$ cat config.mk
export PLATFORM = sky130hd
export DESIGN_NAME = clk_div_ctrl
export DESIGN_NICKNAME = d
export VERILOG_FILES = /design/src/rtl/clk_div_pkg.sv /design/src/rtl/clk_div_core.sv /design/src/rtl/clk_div_ctrl.sv
export SDC_FILE = /design/constraint.sdc
export NUM_CORES = 1
export LEC_CHECK = 0
export BUFFER_PORTS_ARGS = -buffer_cell sky130_fd_sc_hd__clkbuf_2
export CORE_MARGIN = 2
export CORE_UTILIZATION = 40
export CTS_CLUSTER_SIZE = 10
export DETAILED_ROUTE_END_ITERATION = 12
export GPL_TIMING_DRIVEN = 0
export PLACE_DENSITY_LB_ADDON = 0.08
export SYNTH_ARGS = -nofsm -noshare
export SYNTH_HDL_FRONTEND = slang
export SYNTH_SLANG_ARGS = --single-unit
$ cat constraint.sdc
create_clock -name clk_in -period 9 [get_ports clk_in]
set_input_delay 0 -clock clk_in [delete_from_list [all_inputs] [get_ports clk_in]]
set_output_delay 0 -clock clk_in [all_outputs]
set_load 0.005 [all_outputs]
$ cat src/rtl/clk_div_pkg.sv
// Shared types and helpers for the programmable clock divider controller.
// Holds the controller state encoding, the default counter width and the config legality check.
package clk_div_pkg;

    localparam int unsigned CNT_W_DEF = 16;

    typedef enum logic [1:0] {
        ST_IDLE = 2'd0,
        ST_RUN  = 2'd1,
        ST_PEND = 2'd2
    } state_e;

    // Arguments are zero-extended by the caller, so any CNT_W up to 32 bits is supported.
    function automatic logic cfg_legal(input logic [31:0] div, input logic [31:0] high);
        return (div >= 32'd2) && (high >= 32'd1) && (high < div);
    endfunction

endpackage

$ cat src/rtl/clk_div_core.sv
// Period counter and active ratio registers for the clock divider.
// Produces the divided clock, the end-of-period tick and the wrap flag used by the controller.
module clk_div_core
    import clk_div_pkg::*;
#(
    parameter int unsigned CNT_W    = CNT_W_DEF,
    parameter int unsigned DEF_DIV  = 10,
    parameter int unsigned DEF_HIGH = 5
) (
    input  logic             clk_in,
    input  logic             rst,
    input  logic             run,
    input  logic             load,
    input  logic [CNT_W-1:0] ld_div,
    input  logic [CNT_W-1:0] ld_high,
    output logic             wrap,
    output logic             clk_out,
    output logic             tick
);

    logic [CNT_W-1:0] cnt_q, cnt_d;
    logic [CNT_W-1:0] act_div_q, act_div_d;
    logic [CNT_W-1:0] act_high_q, act_high_d;
    logic             run_q, run_d;

    // run is the controller's next-cycle running flag; run_q mirrors its state register.
    assign wrap    = run_q && (cnt_q == (act_div_q - CNT_W'(1)));
    assign tick    = wrap;
    assign clk_out = run_q && (cnt_q < act_high_q);

    // First running cycle and any stopped cycle hold the counter at zero.
    always_comb begin
        run_d      = run;
        cnt_d      = '0;
        act_div_d  = act_div_q;
        act_high_d = act_high_q;
        if (load) begin
            act_div_d  = ld_div;
            act_high_d = ld_high;
        end
        if (run && run_q && !wrap) begin
            cnt_d = cnt_q + CNT_W'(1);
        end
    end

    always_ff @(posedge clk_in) begin
        if (rst) begin
            run_q      <= 1'b0;
            cnt_q      <= '0;
            act_div_q  <= CNT_W'(DEF_DIV);
            act_high_q <= CNT_W'(DEF_HIGH);
        end else begin
            run_q      <= run_d;
            cnt_q      <= cnt_d;
            act_div_q  <= act_div_d;
            act_high_q <= act_high_d;
        end
    end

endmodule

$ cat src/rtl/clk_div_ctrl.sv
// Run-time programmable clock-enable generator: config handshake, start/stop FSM and
// shadow registers that defer a ratio change to the next period boundary.
module clk_div_ctrl
    import clk_div_pkg::*;
#(
    parameter int unsigned CNT_W    = CNT_W_DEF,
    parameter int unsigned DEF_DIV  = 10,
    parameter int unsigned DEF_HIGH = 5
) (
    input  logic             clk_in,
    input  logic             rst,
    input  logic             en,
    input  logic             cfg_valid,
    output logic             cfg_ready,
    input  logic [CNT_W-1:0] cfg_div,
    input  logic [CNT_W-1:0] cfg_high,
    output logic             cfg_err,
    output logic             clk_out,
    output logic             tick,
    output logic             running
);

    state_e           state_q, state_d;
    logic [CNT_W-1:0] sh_div_q, sh_div_d;
    logic [CNT_W-1:0] sh_high_q, sh_high_d;
    logic             cfg_err_q, cfg_err_d;

    logic             xfer;
    logic             legal;
    logic             load;
    logic [CNT_W-1:0] ld_div;
    logic [CNT_W-1:0] ld_high;
    logic             run_nxt;
    logic             wrap;

    assign cfg_ready = (state_q != ST_PEND);
    assign running   = (state_q != ST_IDLE);
    assign cfg_err   = cfg_err_q;

    assign xfer    = cfg_valid && cfg_ready;
    assign legal   = cfg_legal(32'(cfg_div), 32'(cfg_high));
    assign run_nxt = (state_d != ST_IDLE);

    // Next state, shadow capture and the load strobe into the core.
    always_comb begin
        state_d   = state_q;
        sh_div_d  = sh_div_q;
        sh_high_d = sh_high_q;
        cfg_err_d = xfer && !legal;
        load      = 1'b0;
        ld_div    = cfg_div;
        ld_high   = cfg_high;

        case (state_q)
            ST_IDLE: begin
                if (xfer && legal) begin
                    load = 1'b1;
                end
                if (en) begin
                    state_d = ST_RUN;
                end
            end
            ST_RUN: begin
                // A config arriving while stopping is applied directly, like a pending one would be.
                if (xfer && legal) begin
                    if (wrap || !en) begin
                        load = 1'b1;
                    end else begin
                        sh_div_d  = cfg_div;
                        sh_high_d = cfg_high;
                        state_d   = ST_PEND;
                    end
                end
                if (!en) begin
                    state_d = ST_IDLE;
                end
            end
            ST_PEND: begin
                if (wrap || !en) begin
                    load    = 1'b1;
                    ld_div  = sh_div_q;
                    ld_high = sh_high_q;
                    state_d = en ? ST_RUN : ST_IDLE;
                end
            end
            default: begin
                state_d = ST_IDLE;
            end
        endcase
    end

    always_ff @(posedge clk_in) begin
        if (rst) begin
            state_q   <= ST_IDLE;
            sh_div_q  <= '0;
            sh_high_q <= '0;
            cfg_err_q <= 1'b0;
        end else begin
            state_q   <= state_d;
            sh_div_q  <= sh_div_d;
            sh_high_q <= sh_high_d;
            cfg_err_q <= cfg_err_d;
        end
    end

    clk_div_core #(
        .CNT_W    (CNT_W),
        .DEF_DIV  (DEF_DIV),
        .DEF_HIGH (DEF_HIGH)
    ) u_core (
        .clk_in  (clk_in),
        .rst     (rst),
        .run     (run_nxt),
        .load    (load),
        .ld_div  (ld_div),
        .ld_high (ld_high),
        .wrap    (wrap),
        .clk_out (clk_out),
        .tick    (tick)
    );

endmodule

[After elaboration in Yosys (flattened, before gate mapping)]
Cells that the tools add are included.
Cells by class
  multiplexer cells: 15
  reductions and logical operators: 18
  eq/ne operators: 4
  bitwise logic cells: 1
  $add $sub $neg: 2
  $lt $le $gt $ge: 4
Operators by type and width (count)
  16-bit 2-to-1 mux: 4
  16-bit less-than comparator: 2
  16-bit by 1-bit adder with 16-bit output, second input constant: 1
  16-bit equality test: 1
  16-bit by 1-bit >= comparator with 1-bit output, second input constant: 1
  16-bit by 2-bit >= comparator with 1-bit output, second input constant: 1
  16-bit by 1-bit subtractor with 16-bit output, second input constant: 1
  2-bit 2-to-1 mux: 5
  1-bit logical AND: 9
  2-bit one-hot mux with 3 select lines: 1
  1-bit 2-to-1 mux: 4
  2-bit nonzero test: 2
  1-bit zero test: 3
  1-bit one-hot mux with 3 select lines: 1
  2-bit by 1-bit equality test with 1-bit output, second input constant: 1
  2-bit equality test, second input constant: 1
  2-bit zero test: 1
  2-bit != test, second input constant: 1
  2-bit AND reduction: 1
  2-bit OR reduction: 1
  1-bit logical OR: 1
  1-bit NOT: 1
Storage, ports and cells
  register bits after elaboration: 84
  input port bits: 36
  logic and storage cells: 52

[Depth between registers and ports, before layout]
Gate-level depths: netlist (run 1).
  depth in word-level cells: 13
  mapped depth: 12
  depth with buffers taken out: 10

[Hierarchy]
Synthesis (run 1) repeated with hierarchy kept, for this count alone.
Unflattened totals
  cell total of the unflattened synthesis: 572
  area total of the unflattened synthesis: 5362.6 sq um
By module, submodules not included
  clk_div_core: instances 1, cells each 314, seq. area each 980.9 sq um, area an instance 2795.2 sq um
  clk_div_ctrl: instances 1, cells each 258, seq. area each 700.7 sq um, area an instance 2567.5 sq um

[Worst setup path before layout (run 1)]
Ideal clock, no wire load.
  kind: register -> register
  start point: register u_core.act_div_q[0]
  end point: register sh_div_q[0]
  path buffers: 2
  library setup time: 128 ps
  period minus slack after synthesis: 2963 ps
  data required time: 8872 ps
  cell stages (with the launch flop): 13
  slack: 6037 ps
  arrival time: 2836 ps
  cells stage by stage: dfxtp_1 > inv_1 > ha_1 > nor4b_2 > a32oi_1 > a2111oi_2 > o2111ai_1 > o41ai_4 > nand3b_1 > buf_2 > buf_6 > mux2i_1 > nor2_1
On the way
  word-level cells in the longest chain between the ends: 5
Ends and longest elaborated chain
  start: declaration: line clk_div_core.sv:22  | logic [CNT_W-1:0] act_div_q, act_div_d;
  start signal: assignment: line clk_div_core.sv:50  | act_div_q <= CNT_W'(DEF_DIV);
  start signal: assignment: line clk_div_core.sv:55  | act_div_q <= act_div_d;
  16-bit by 1-bit subtractor with 16-bit output: line clk_div_core.sv:27  | assign wrap = run_q && (cnt_q == (act_div_q - CNT_W'(1)));
  16-bit equality test: line clk_div_core.sv:27
  1-bit logical AND: line clk_div_core.sv:27
  1-bit logical OR: line clk_div_ctrl.sv:66  | if (wrap || !en) begin
  16-bit 2-to-1 mux
  end signal: assignment: line clk_div_ctrl.sv:100  | sh_div_q <= sh_div_d;
  end: declaration: line clk_div_ctrl.sv:24  | logic [CNT_W-1:0] sh_div_q, sh_div_d;
Every way passes these cells.
A chain may end at the register's enable or synchronous reset.

[Final worst setup path (run 1)]
  start point: register u_core.act_div_q[1]
  end point: register u_core.act_high_q[8]
On the way
  word-level cells in the longest chain between the ends: 7
Ends and longest elaborated chain
  16-bit by 1-bit subtractor with 16-bit output (*): line clk_div_core.sv:27
  16-bit equality test (*): line clk_div_core.sv:27
  1-bit logical AND (*): line clk_div_core.sv:27
  1-bit logical OR (*): line clk_div_ctrl.sv:66, clk_div_ctrl.sv:79
  1-bit 2-to-1 mux: line clk_div_ctrl.sv:66, clk_div_ctrl.sv:79
  1-bit 2-to-1 mux: line clk_div_ctrl.sv:65  | if (xfer && legal) begin
  1-bit one-hot mux with 3 select lines: line clk_div_ctrl.sv:54  | case (state_q)
  end signal: assignment: line clk_div_core.sv:51  | act_high_q <= CNT_W'(DEF_HIGH);
  end signal: assignment: line clk_div_core.sv:56  | act_high_q <= act_high_d;
  end: declaration: line clk_div_core.sv:23  | logic [CNT_W-1:0] act_high_q, act_high_d;
Mark *: on every way between the ends. The rest lies on a longest branch, timed or not.

==> insert_results.sql, run 1 <==
INSERT INTO impl_metrics (metric_group, metric, value, unit) VALUES
('run_status', 'run_status', 'finished, final reports clean', ''),
('yosys', 'synthSimpleGateAreaFrac', '15.50', '%'),
('yosys', 'netlist.top_cell.by_area', 'dfxtp_1', ''),
('job', 'timing.max_cap.violations', '0', ''),
('clocking', 'clock-sinks', '84', ''),
('route', 'drt_wl_total', '12.83', 'mm'),
('worst_setup_path', 'rr_startpoint', 'u_core.act_div_q[1]', ''),
('hold_path', 'min_from', 'cfg_div[4]', ''),
('clocking', 'cts_root_buffer', 'clkbuf_16', ''),
('worst_setup_path', 'timing.critical_path.required', '9.21', 'ns'),
('worst_setup_path', 'worst_setup_path_end_kind', 'register', ''),
('route', 'initial_drt_markers', '154', ''),
('final_layout', 'seq_area', '0.001682', 'sq mm'),
('yosys', 'synth_adder_area_share', '8.506', '%'),
('yosys', 'synth_edf_count', '0', ''),
('power_and_ir_drop', 'switching_share', '26.61', '%'),
('route', 'via_count', '3967', ''),
('yosys', 'synth.cells.most_frequent', 'dfxtp_1 (84), mux2i_1 (59), nor2_1 (59), inv_1 (44), ha_1 (32)', ''),
('placement', 'placement.cell_area', '0.005086', 'sq mm'),
('power_and_ir_drop', 'power.share.combinational', '13.9', '%'),
('route', 'total_iterations_of_the_first_detailed_routing_run', '4', ''),
('yosys', 'synth_largest_type_area_fraction', '35.73', '%'),
('yosys', 'mappedNetlistNets', '581', ''),
('worst_setup_path', 'worstPathCellList', 'inv_1, ha_1, nor4b_2, a32oi_1, a2111oi_2, o2111ai_1, o41ai_4, nand2_1, nand2b_1, clkbuf_1, o2bb2ai_1', ''),
('power_and_ir_drop', 'seq_power_share', '42.2', '%'),
('worst_setup_path', 'regToRegEndpoint', 'u_core.act_high_q[8]', ''),
('final_layout', 'antenna_cells', '0', ''),
('power_and_ir_drop', 'switching_power', '252.0', 'uW'),
('yosys', 'synth-xor-area-share', '5.954', '%'),
('final_layout', 'final_cell_area', '0.005736', 'sq mm'),
('yosys', 'synthesis.area', '0.004707', 'sq mm'),
('worst_setup_path', 'timing.critical_path.from_type', 'register', ''),
('sta', 'worst-slew-pin-transition', '0.9515', 'ns'),
('final_layout', 'share_of_cells_above_drive_strength_1', '13.14', '%'),
('hold_path', 'whs_path_depth', '3', ''),
('die', 'initial_core_util', '41.05', '%'),
('worst_setup_path', 'timing.setup.critical_path_class', 'reg2reg', ''),
('sta', 'setup_viol_count_final', '0', ''),
('worst_setup_path', 'worstPathArrival', '4.05', 'ns'),
('power_and_ir_drop', 'pwr-share-clk', '43.9', '%'),
('die', 'std_cell_core_area', '0.01147', 'sq mm'),
('clocking', 'clock_insertion_delay_worst_skew', '0.34', 'ns'),
('worst_setup_path', 'worst-r2r-setup-slack', '5.16', 'ns'),
('route', 'detail_route.wl_per_cell', '17.24', 'um'),
('power_and_ir_drop', 'cell_pwr_density', '165.1', 'mW/mm^2'),
('sta', 'rsz_0062_raised_after_global_routing', 'false', ''),
('worst_setup_path', 'rr_worst_depth', '11', ''),
('yosys', 'netlist_instances', '513', ''),
('power_and_ir_drop', 'vdd_drop_max', '0.0001044', 'V'),
('worst_setup_path', 'slowest_delay', '0.59', 'ns'),
('clocking', 'clk_pin_slew', '0.07', 'ns'),
('placement', 'hpwl', '9.899', 'mm'),
('yosys', 'netlist_cell_types', '48', ''),
('yosys', 'flops_latches_synth', '84', ''),
('die', 'fp.dieH', '112.5', 'um'),
('placement', 'port_buffers', '40', ''),
('final_layout', 'nFillCells', '1089', ''),
('sta', 'post-route-min-period', '3.835', 'ns'),
('clocking', 'cts_max_path_buffers', '2', ''),
('sta', 'period_utilisation_layout', '42.61', '%'),
('die', 'die_width', '112.5', 'um'),
('die', 'die_area', '0.01265', 'sq mm'),
('power_and_ir_drop', 'cellLeakagePower', '2.665', 'nW'),
('route', 'detail_route.vias_per_cell', '5.332', ''),
('yosys', 'async_flop_share', '0', '%'),
('final_layout', 'multi_input_area', '0.002741', 'sq mm'),
('grt', 'grt_pass1_wl', '20.61', 'mm'),
('die', 'io-pin-count', '41', ''),
('yosys', 'yosys-top-cells-area', 'dfxtp_1 (36%), mux2i_1 (13%), ha_1 (8.5%)', ''),
('yosys', 'yosys-mux-area-fraction', '13.26', '%'),
('worst_setup_path', 'crit_fanout', '10', '');
## logic make-up after synthesis
group | after synthesis
AO/OA/AOI/OAI | 92
adder cells (fa/ha/maj) | 32
XOR/XNOR | 32
AND/OR/NAND/NOR | 145
multiplexers | 62
buffers and inverters | 66
flip-flops | 84
## layout make-up
| class | instances | share of cell area [%] |
|---|---|---|
| plain buffers | 22 | 2.072 |
| multi-input cells | 363 | 47.80 |
| flip-flops and latches | 84 | 29.32 |
| repair buffers | 72 | 9.075 |
| clock inverters | 7 | 1.811 |
| well taps | 143 | 3.120 |
| inverters | 44 | 2.880 |
| clock buffers | 9 | 3.927 |
## layout by cell type, fill, tap and decap left out, types with 4 or more instances in the layout
cell,synthesis,layout
mux2i_1,59,59
nand2_1,12,12
nand3_1,19,19
dlygate4sd3_1,0,32
o21ai_0,10,10
o2bb2ai_1,26,26
buf_2,8,8
and3_1,5,5
nand2b_1,6,6
nand4_1,6,6
inv_1,44,44
a21oi_1,18,18
o2111ai_1,4,4
clkbuf_1,10,10
a21o_1,7,7
dfxtp_1,84,84
clkbuf_2,0,40
a2bb2oi_1,4,4
nor4_1,12,12
inv_6,0,5
nor3_1,7,7
ha_1,32,32
nand3b_1,4,4
clkbuf_16,0,9
xnor2_1,14,14
nor2_1,59,59
xor2_1,18,18
## flip-flops by register name (all words and copies together), names as in the netlist
name / count
cfg_err: 1
sh_div_q: 16
sh_high_q: 16
state_q: 2
u_core.act_div_q: 16
u_core.act_high_q: 16
u_core.cnt_q: 16
u_core.run_q: 1
## per-layer routing
metal	up-vias	GRT usage (%)	part of all wire, %
li1	2006	-	-
met1	1873	27.73	47
met2	74	34.90	47
met3	14	4.212	3.9
met4	0	6.341	1.6
met5	-	0	0
## how the worst max path moves through the flow
stage	to	cells past startpoint	slack, ns	startpoint
floorplan	sh_div_q[0]	12	6.04	u_core.act_div_q[0]
global placement	u_core.act_high_q[8]	11	5.22	u_core.act_div_q[1]
detailed placement	u_core.act_high_q[8]	11	5.18	u_core.act_div_q[1]
CTS	u_core.act_high_q[8]	11	5.15	u_core.act_div_q[1]
global route	u_core.act_high_q[8]	11	4.74	u_core.act_div_q[1]
finish	u_core.act_high_q[8]	11	5.16	u_core.act_div_q[1]
## power groups by stage
| stage | Sequential, mW | Clock (mW) | Combinational, mW |
|---|---|---|---|
| after global routing | 0.401 | 0.441 | 0.147 |
| final | 0.399 | 0.416 | 0.132 |
| after floorplan | 0.402 | 0 | 0.0839 |
| after CTS | 0.399 | 0.424 | 0.132 |
| after detailed placement | 0.408 | 0 | 0.121 |
| after global placement | 0.407 | 0 | 0.119 |
## timing repair
item | CTS | global route
endpoints found under the setup margin | 0 | 0
setup buffers | 0 | 0
endpoints found under the hold margin | 43 | 0
hold buffers | 32 | 0
gates resized for setup | 0 | 0
## critical path, delay by kind of cell, from the launching register on
kind	cells	cell delay, ns
AOI/OAI and AO/OA	5	1.52
adders and majority gates	1	0.28
buffers and inverters	2	0.57
DFF	1	0.36
and+or+nand+nor	3	0.97
## stage by stage
| stage | utilization (%) | worst slack, ns | std cells | hold slack, ns | total power, mW |
|---|---|---|---|---|---|
| 6_report | 50.02 | 5.165 | 744 | 0.01446 | 0.9469 |
| 2_1_floorplan | - | 6.037 | 513 | 0.1004 | 0.4859 |
| 3_5_place_dp | 44.35 | 5.181 | 696 | 0.2538 | 0.5286 |
| 3_3_place_gp | 44.35 | 5.217 | 696 | 0.2563 | 0.5260 |
| 5_1_grt | 50.02 | 4.736 | 744 | 0.03148 | 0.9895 |
| 4_1_cts | 50.02 | 5.149 | 744 | 0.005213 | 0.9551 |
Note: power is estimated with default switching activity, not from simulation.
==> inputs of run 2 (changes only) <==
==> constraint.sdc (replaced) <==
create_clock -name clk_in -period 3.6 [get_ports clk_in]
set_input_delay 0 -clock clk_in [delete_from_list [all_inputs] [get_ports clk_in]]
set_output_delay 0 -clock clk_in [all_outputs]
set_load 0.005 [all_outputs]
==> run 2 against run 1 <==
  * Critical path depth is 1 lower
  * Cell count is 0.54% higher
  * Maximum frequency is 14% higher
  * Global-route usage hardly changed
  * Critical path type unchanged
  * Critical endpoint is now u_core.act_high_q[11]
==> insert_results.sql, run 2 (same netlist as run 1, synthesis figures left out) <==
INSERT INTO impl_metrics (metric_group, metric, value, unit) VALUES
('final_layout', 'utilization', '50.59', '%'),
('worst_setup_path', 'crit_path_top_delay_cell', 'or4_1', ''),
('grt', 'grt_max_degree', '17', ''),
('sta', 'report.final.slew_viol_count', '0', ''),
('placement', 'globalplace.congestion', '0.8186', ''),
('worst_setup_path', 'timing.critical_path.from_type', 'register', ''),
('worst_setup_path', 'worst-r2r-setup-slack', '0.24', 'ns'),
('clocking', 'cts_buffers', '9', ''),
('job', 'timing.max_cap.violations', '0', ''),
('grt', 'antenna_found_initial', '0', ''),
('die', 'initial_core_util', '41.05', '%'),
('route', 'drcViolationCount', '0', ''),
('route', 'drt_wl_total', '12.92', 'mm'),
('clocking', 'cts_max_path_buffers', '2', ''),
('final_layout', 'nFillCells', '1088', ''),
('sta', 'worst_skew', '0.006833', 'ns'),
('sta', 'post-route-min-period', '3.357', 'ns'),
('worst_setup_path', 'worst_setup_path_startpoint', 'u_core.act_div_q[0]', ''),
('worst_setup_path', 'critPathCapture', 'u_core.act_high_q[11]', ''),
('hold_path', 'hold_wc_path_type', 'in2reg', ''),
('worst_setup_path', 'rr_startpoint', 'u_core.act_div_q[0]', ''),
('final_layout', 'mostFrequentLayoutCells', 'dfxtp_1 (84), nor2_1 (59), mux2i_1 (59)', ''),
('worst_setup_path', 'worstPathCellList', 'or4_1, o21ba_2, a211o_1, a31oi_1, o41ai_4, buf_4, o211ai_2, buf_2, mux2i_1, o2bb2ai_1', ''),
('worst_setup_path', 'rr_worst_depth', '10', ''),
('placement', 'port_buffers', '40', ''),
('die', 'io-pin-count', '41', ''),
('grt', 'grt_use_total', '21.04', '%'),
('route', 'detail_route.vias_per_cell', '5.325', ''),
('clocking', 'clock-sinks', '84', ''),
('clocking', 'cts_root_buffer', 'clkbuf_16', ''),
('route', 'via_count', '3983', ''),
('die', 'die_width', '112.5', 'um'),
('sta', 'setup_viol_count_final', '0', ''),
('power_and_ir_drop', 'vdd_drop_max', '0.0002600', 'V'),
('worst_setup_path', 'regToRegEndpoint', 'u_core.act_high_q[11]', ''),
('die', 'fp.dieH', '112.5', 'um'),
('route', 'total_iterations_of_the_first_detailed_routing_run', '4', ''),
('sta', 'report.final.hold_viol_count', '0', ''),
('worst_setup_path', 'worstPathArrival', '3.58', 'ns'),
('clocking', 'clk_pin_slew', '0.07', 'ns'),
('final_layout', 'antenna_cells', '0', ''),
('final_layout', 'seq_area', '0.001682', 'sq mm'),
('route', 'initial_drt_markers', '166', ''),
('final_layout', 'design.final.nets', '668', ''),
('worst_setup_path', 'timing.critical_path.required', '3.83', 'ns'),
('grt', 'globalRouteOverflowTotal', '0', ''),
('power_and_ir_drop', 'cell_pwr_density', '408.5', 'mW/mm^2'),
('sta', 'rsz_0062_raised_after_global_routing', 'false', ''),
('final_layout', 'layout_commonest_cell', 'dfxtp_1', ''),
('grt', 'first_global_vias', '3930', ''),
('final_layout', 'area_growth', '23.26', '%'),
('worst_setup_path', 'crit_fanout', '10', ''),
('die', 'std_cell_rows', '39', ''),
('sta', 'worst-slew-pin-transition', '0.6581', 'ns'),
('worst_setup_path', 'slowest_delay', '0.64', 'ns'),
('sta', 'fmax', '297.9', 'MHz'),
('final_layout', 'multi_input_area', '0.002775', 'sq mm'),
('clocking', 'cts-htree-levels', '3', ''),
('route', 'drt.antenna.violating_nets', '0', ''),
('die', 'die_area', '0.01265', 'sq mm'),
('power_and_ir_drop', 'cellLeakagePower', '2.695', 'nW'),
('placement', 'hpwl', '9.899', 'mm'),
('worst_setup_path', 'worst_setup_path_end_kind', 'register', ''),
('route', 'detail_route.wl_per_cell', '17.27', 'um'),
('die', 'std_cell_core_area', '0.01147', 'sq mm'),
('sta', 'finalHoldWorstSlack', '0.01232', 'ns'),
('worst_setup_path', 'timing.setup.critical_path_class', 'reg2reg', ''),
('clocking', 'clock_insertion_delay_worst_skew', '0.34', 'ns'),
('final_layout', 'share_of_cells_above_drive_strength_1', '14.55', '%'),
('sta', 'period_utilisation_layout', '93.25', '%'),
('grt', 'grt_pass1_wl', '20.61', 'mm'),
('clocking', 'tritoncts', 'built', ''),
('run_status', 'run_status', 'finished, final reports clean', ''),
('sta', 'relSlewSlack', '55.86', '%');
## run 2: per-stage QoR
stage	total power [mW]	setup TNS, ns	setup slack [ns]	area [sq um]	std cells
3_5_place_dp	1.321	-7.509	-0.2190	5086	696
3_3_place_gp	1.315	-4.125	-0.1831	5086	696
5_1_grt	2.482	0	0.03999	5802	748
6_report	2.370	0	0.2431	5802	748
4_1_cts	2.389	0	0.07361	5747	744
2_1_floorplan	1.215	0	0.6367	4707	513
## run 2: power breakdown
| group | internal, mW | switching, mW | leakage (nW) |
|---|---|---|---|
| logic | 0.158 | 0.178 | 1.85 |
| clock network | 0.621 | 0.414 | 0.162 |
| registers | 0.963 | 0.0366 | 0.682 |
| total | 1.74 | 0.629 | 2.70 |
## run 2: worst min path at each step
stage	start	endpoint	slack, ns	cells after the start
2_1_floorplan	rst	u_core.run_q	0.10	1
3_3_place_gp	cfg_valid	cfg_err	0.26	3
3_5_place_dp	cfg_valid	cfg_err	0.25	3
4_1_cts	cfg_div[4]	sh_div_q[4]	0.005	3
5_1_grt	en	u_core.run_q	0.03	3
6_report	cfg_div[4]	sh_div_q[4]	0.01	3
## run 2: cell type report
cell class | count | area share, %
Multi-Input combinational cell | 363 | 47.83
Timing Repair Buffer | 76 | 9.489
Sequential cell | 84 | 28.98
Tap cell | 143 | 3.084
Clock buffer | 9 | 3.882
Inverter | 44 | 2.847
Buffer | 22 | 2.092
Clock inverter | 7 | 1.790
## run 2: metal layers
| metal | up-vias | track usage [%] | share of wire, % |
|---|---|---|---|
| li1 | 2016 | - | - |
| met1 | 1874 | 27.73 | 47 |
| met2 | 77 | 34.94 | 47 |
| met3 | 16 | 4.212 | 3.6 |
| met4 | 0 | 6.341 | 1.6 |
| met5 | - | 0 | 0 |
## run 2: worst max-delay path, delay by kind of cell (launching register included)
| kind | cells | cell delay, ns |
|---|---|---|
| AOI/OAI and AO/OA | 6 | 1.40 |
| buffers and inverters | 2 | 0.55 |
| DFF | 1 | 0.40 |
| muxes | 1 | 0.23 |
| and+or+nand+nor | 1 | 0.64 |
## run 2: repair_timing
item | 4_1_cts | 5_1_grt
hold buffers | 32 | 0
pin swaps | 0 | 3
setup buffers | 0 | 4
setup endpoints to repair | 72 | 72
endpoints found under the hold margin | 43 | 0
resized for setup | 3 | 4
